**config.mk**
```make
export PLATFORM = sky130hd
export DESIGN_NAME = gauss_smooth_stream
export DESIGN_NICKNAME = d
export VERILOG_FILES = /design/src/rtl/gauss_smooth_stream.sv
export SDC_FILE = /design/constraint.sdc
export NUM_CORES = 1
export LEC_CHECK = 0
export BUFFER_PORTS_ARGS = -buffer_cell sky130_fd_sc_hd__buf_2
export CAP_MARGIN = 10
export CORE_MARGIN = 4
export CORE_UTILIZATION = 55
export DETAILED_ROUTE_END_ITERATION = 8
export MAX_ROUTING_LAYER = met4
export PLACE_DENSITY = 0.74
export SLEW_MARGIN = 20
export SYNTH_ARGS = -nofsm -noshare
export SYNTH_HDL_FRONTEND = slang
export SYNTH_SLANG_ARGS = --single-unit
export TNS_END_PERCENT = 30
```
**constraint.sdc**
```tcl
create_clock -name i_clk -period 5.34 [get_ports i_clk]
set_input_delay 0.534 -clock i_clk [delete_from_list [all_inputs] [get_ports i_clk]]
set_output_delay 0.534 -clock i_clk [all_outputs]
set_load 0.02 [all_outputs]
```
**src/rtl/gauss_smooth_stream.sv**
```systemverilog
// Separable binomial smoother (3x3 or 5x5) over a column stream with edge-column replication.
// Latency: one cycle from a window update to o_valid; R flush cycles after the last column of a line.
// Backpressure: o_ready drops only while flushing the right border; the output has no backpressure.
module gauss_smooth_stream #(
    parameter int PIX_W = 8,
    parameter int KSIZE = 5,
    parameter int WIDTH = 640
) (
    input  logic                   i_clk,
    input  logic                   i_rst_n,
    input  logic                   i_valid,
    output logic                   o_ready,
    input  logic [KSIZE*PIX_W-1:0] i_col,
    input  logic                   i_bypass,
    output logic                   o_valid,
    output logic [PIX_W-1:0]       o_pixel,
    output logic                   o_eol
);

    localparam int R   = (KSIZE - 1) / 2;
    localparam int CSW = PIX_W + KSIZE - 1;
    localparam int HSW = PIX_W + 2 * (KSIZE - 1);
    localparam int SH  = 2 * (KSIZE - 1);
    localparam int CW  = $clog2(WIDTH);
    localparam int FW  = $clog2(R + 1);
    localparam logic [HSW-1:0] HALF = HSW'(1) << (2 * KSIZE - 3);

    if (KSIZE != 3 && KSIZE != 5) begin : g_bad_ksize
        $error("gauss_smooth_stream: KSIZE must be 3 or 5");
    end
    if (WIDTH <= KSIZE) begin : g_bad_width
        $error("gauss_smooth_stream: WIDTH must exceed KSIZE");
    end

    // Binomial tap weight; the kernel is symmetric so row and column order do not matter.
    function automatic int unsigned weight(input int idx);
        if (KSIZE == 3) begin
            return (idx == 1) ? 2 : 1;
        end
        case (idx)
            0, 4:    return 1;
            1, 3:    return 4;
            default: return 6;
        endcase
    endfunction

    typedef enum logic [1:0] {S_FIRST, S_RUN, S_FLUSH} state_t;

    state_t           state;
    logic [CW-1:0]    c;
    logic [FW-1:0]    fcnt;
    logic [CSW-1:0]   win_sum [KSIZE];
    logic [PIX_W-1:0] win_pix [KSIZE];
    logic             sched_vld;
    logic             sched_eol;

    logic             accept;
    logic [PIX_W-1:0] in_pix;
    logic [CSW-1:0]   in_sum;
    logic [CSW-1:0]   nxt_sum;
    logic [PIX_W-1:0] nxt_pix;
    logic [HSW-1:0]   hsum;

    assign o_ready = (state != S_FLUSH);
    assign accept  = i_valid && o_ready;
    assign in_pix  = i_col[(KSIZE-1-R)*PIX_W +: PIX_W];

    // Vertical weighted sum of the incoming column (row 0 sits in the MSBs).
    always_comb begin
        in_sum = '0;
        for (int r = 0; r < KSIZE; r++) begin
            in_sum = in_sum + CSW'(weight(r)) * CSW'(i_col[(KSIZE-1-r)*PIX_W +: PIX_W]);
        end
    end

    // While flushing, the newest column is replicated to clamp the right border.
    always_comb begin
        nxt_sum = (state == S_FLUSH) ? win_sum[KSIZE-1] : in_sum;
        nxt_pix = (state == S_FLUSH) ? win_pix[KSIZE-1] : in_pix;
    end

    // Horizontal weighted sum across the window of column sums, at full precision.
    always_comb begin
        hsum = '0;
        for (int i = 0; i < KSIZE; i++) begin
            hsum = hsum + HSW'(weight(i)) * HSW'(win_sum[i]);
        end
    end

    // Line FSM: left-border preload, steady streaming, right-border flush.
    always_ff @(posedge i_clk or negedge i_rst_n) begin
        if (!i_rst_n) begin
            state     <= S_FIRST;
            c         <= '0;
            fcnt      <= '0;
            sched_vld <= 1'b0;
            sched_eol <= 1'b0;
            for (int i = 0; i < KSIZE; i++) begin
                win_sum[i] <= '0;
                win_pix[i] <= '0;
            end
        end else begin
            sched_vld <= 1'b0;
            sched_eol <= 1'b0;
            if ((state == S_RUN && accept) || state == S_FLUSH) begin
                for (int i = 0; i < KSIZE - 1; i++) begin
                    win_sum[i] <= win_sum[i+1];
                    win_pix[i] <= win_pix[i+1];
                end
                win_sum[KSIZE-1] <= nxt_sum;
                win_pix[KSIZE-1] <= nxt_pix;
            end
            case (state)
                S_FIRST: begin
                    if (accept) begin
                        for (int i = 0; i < KSIZE; i++) begin
                            win_sum[i] <= in_sum;
                            win_pix[i] <= in_pix;
                        end
                        c     <= CW'(1);
                        state <= S_RUN;
                    end
                end
                S_RUN: begin
                    if (accept) begin
                        if (c >= CW'(R)) begin
                            sched_vld <= 1'b1;
                        end
                        if (c == CW'(WIDTH - 1)) begin
                            state <= S_FLUSH;
                            fcnt  <= FW'(R);
                        end else begin
                            c <= c + CW'(1);
                        end
                    end
                end
                S_FLUSH: begin
                    sched_vld <= 1'b1;
                    sched_eol <= (fcnt == FW'(1));
                    fcnt      <= fcnt - FW'(1);
                    if (fcnt == FW'(1)) begin
                        state <= S_FIRST;
                        c     <= '0;
                    end
                end
                default: state <= S_FIRST;
            endcase
        end
    end

    // Output register: round-half-up normalisation or centre-pixel bypass.
    always_ff @(posedge i_clk or negedge i_rst_n) begin
        if (!i_rst_n) begin
            o_valid <= 1'b0;
            o_pixel <= '0;
            o_eol   <= 1'b0;
        end else begin
            o_valid <= sched_vld;
            o_eol   <= sched_vld && sched_eol;
            if (sched_vld) begin
                o_pixel <= i_bypass ? win_pix[R] : PIX_W'((hsum + HALF) >> SH);
            end
        end
    end

endmodule

```
==> results.yml <==
outcome:
  run_status: "finished clean"
timing:
  finalSetupViolCount: 0
  setup-tns-final_ns: 0
  worst_pin_slew_ns: 0.947
  timing.final.max_slew_violations: 0
  grt_setup_unrepaired: "no"
  worst_clock_skew_ns: 0.00822
  hold_violations: 0
  finalCriticalPeriod_ns: 5.02
  post-route-period-util_pct: 93.9
  max_freq_ghz: 0.199
  worst_slew_margin_rel_pct: 36.9
global_route:
  antenna_violations_before_repair: 0
  globalRouteOverflowTotal: 0
  first_pass_grt_wire_length_um: 29400
  via_count_of_the_first_global_routing_pass: 6022
  groute.usage.overall_pct: 22.4
  grt_max_degree: 74
cells_and_area:
  filler_cell_count: 1297
  post_layout_net_count: 1138
  fraction_of_layout_instances_using_a_drive_strength_above_1_pct: 8.52
  design_area_mm2: 0.00889
  insertedDiodeCount: 0
  area_growth_pct: 8.39
  mostFrequentLayoutCells: "204 x nand2_1, 138 x inv_1, 110 x dfrtp_1"
  most_common_library_cell_in_the_layout_ignoring_fill_and_taps: "nand2_1"
logic_synthesis:
  synth_cell_types: 50
  synth_top_area_share_pct: 33.6
  yosysSeqAreaShare_pct: 33.6
  ys_dominant_reg_cell: "dfrtp_1"
  synth.net_count: 1104
  postSynthCellCount: 936
  synth.yosys.warnings: 0
  synth_enable_flop_cells: 0
  synth_seq_cells: 110
  ys_async_sr_fraction_pct: 100
  synth.cell_area_mm2: 0.00820
  synth_area_leaders: "dfrtp_1 34%, fa_1 14%, ha_1 9.9%"
  synth_top_cell_by_area: "dfrtp_1"
  syn_area_per_cell_um2: 8.76
placed_design:
  placement.io_buffers: 54
  placed_area_mm2: 0.00863
  place.gp.congestion: 0.893
  hpwl_um: 13100
drt:
  dr_vias: 6436
  first_iter_violations: 522
  route.detailed.drc: 0
  routed.top_layer: "met4"
  postRouteAntennaNets: 0
  dr_wl_met3_um: 877
  dr_wl_met2_um: 7520
  drt-pass1-iter-count: 4
  route.final.wire_length_um: 17300
  routed_metal_1_wire_length_um: 8630
  route.detailed.wl_per_inst_um: 15.0
  vias_per_cell: 5.56
clocking:
  cts_post_setup_buffers_inserted: 0
  clock_tree.root_cell: "clkbuf_16"
  cts_buffers: 9
  clkSlewWorstSetupHoldPaths_ns: 0.07
  clkSinkCount: 110
  holdBufCountCts: 0
  cts_repair_resize_count: 0
  ctsHtreeMaxLevel: 3
  cts_max_path_buffers: 2
  clk_latency_ns: 0.35
  tritoncts: "yes"
die:
  floorplan.die.height_um: 130
  floorplan.die.width_um: 130
  core.rowCount: 44
  floorplan.die_area_mm2: 0.0169
  initial_utilization_pct: 56.2
  floorplan.core_area_mm2: 0.0146
  ios: 55
setup_path:
  cp-start-kind: "register"
  cp_data_arrival_time_ns: 5.29
  cp.required_ns: 5.61
  critical_path.max_stage_delay_ns: 0.52
  critPathMostFrequentCell: "inv_1"
  category_of_the_critical_setup_timing_path: "register to register"
  worst_setup_path_end_kind: "register"
  cpMaxStageDelayCell: "fa_1"
  critical_path_peak_fanout: 5
  critical_path.cell_chain: "ha_1, inv_1, fa_1, inv_1, a21o_1, a21oi_1, o211ai_1, nand2_1, a311oi_1, fa_1, ha_1, inv_1, fa_1, inv_1, ha_1, or3_1, a221oi_1, o21a_1, o21bai_1, xnor2_1, o21ai_0"
flow_run:
  drv_cap: 0
min_path:
  hold_path_class: "input pin to asynchronous set/reset pin"
state kept, by name, indices dropped and copies added, names as in the netlist:
| signal | cells |
|---|---|
| win_sum | 60 |
| fcnt | 2 |
| win_pix | 24 |
| o_valid | 1 |
| o_eol | 1 |
| c | 10 |
| state | 2 |
| o_pixel | 8 |
| sched_vld | 1 |
| sched_eol | 1 |
routing by layer:
layer	global-route usage [%]	vias up
met1	33.9	3095
met2	32.0	164
li1	-	3159
met3	3.23	18
met4	5.81	0
met5	-	-
cells in the mapped netlist, drive strengths merged (6+ instances only):
library cell / number
a21o: 13
a21oi: 21
a31oi: 62
and2: 6
and3: 7
buf: 9
clkbuf: 27
dfrtp: 110
fa: 59
ha: 65
inv: 138
mux2i: 7
nand2: 206
nand2b: 6
nand3: 14
nor2: 47
o211ai: 8
o21ai: 37
o21bai: 7
or3: 6
xnor2: 14
xor2: 11
cells by family after synthesis:
kind of cell | synth area share, %
and+or+nand+nor | 16.8
AOI/OAI and AO/OA | 13.8
buffers and inverters | 8.00
adders and majority gates | 24.3
DFF | 33.6
xor gates and xnor gates | 2.67
muxes | 0.854
worst paths after layout:
check | startpoint | depth (start not counted) | to | slack (ns)
max in group asynchronous | i_rst_n | 2 | win_pix[16] | 3.95
hold reg to reg | sched_eol | 1 | o_eol | 0.45
setup / recovery | win_sum[25] | 21 | o_pixel[6] | 0.32
setup reg to reg | win_sum[25] | 21 | o_pixel[6] | 0.32
hold / removal | i_rst_n | 1 | fcnt[1] | 0.32
min in group i_clk | i_col[20] | 3 | win_pix[4] | 0.44
per-stage QoR:
| stage | util (%) | std cells | hold slack [ns] | worst slack [ns] |
|---|---|---|---|---|
| 2_1_floorplan | - | 936 | 0.238 | 0.757 |
| 3_3_place_gp | 59.1 | 1143 | 0.434 | 0.511 |
| 3_5_place_dp | 59.2 | 1143 | 0.442 | 0.310 |
| 4_1_cts | 60.9 | 1158 | 0.364 | 0.312 |
| 5_1_grt | 60.9 | 1158 | 0.394 | 0.00555 |
| 6_report | 60.9 | 1158 | 0.316 | 0.324 |
critical path: cells and delay by family (launching register included):
family	cells	cell delay (ns)
simple gates	2	0.44
flops	1	0.42
fa+ha+maj	6	2.14
xor+xnor	1	0.13
compound gates	8	1.56
buf+inv	4	0.24
layout make-up:
type	count	area, µm²	area share (%)
timing repair buffer	59	310	3.49
inverter	138	518	5.83
multi-input combinational	652	4820	54.2
tap	184	230	2.59
sequential	110	2750	31.0
clock inverter	4	25.0	0.282
clock buffer	11	233	2.62
Power is left out: the tool's default activity adds up to more than one toggle a clock period on the data nets, which glitch-free logic cannot reach.
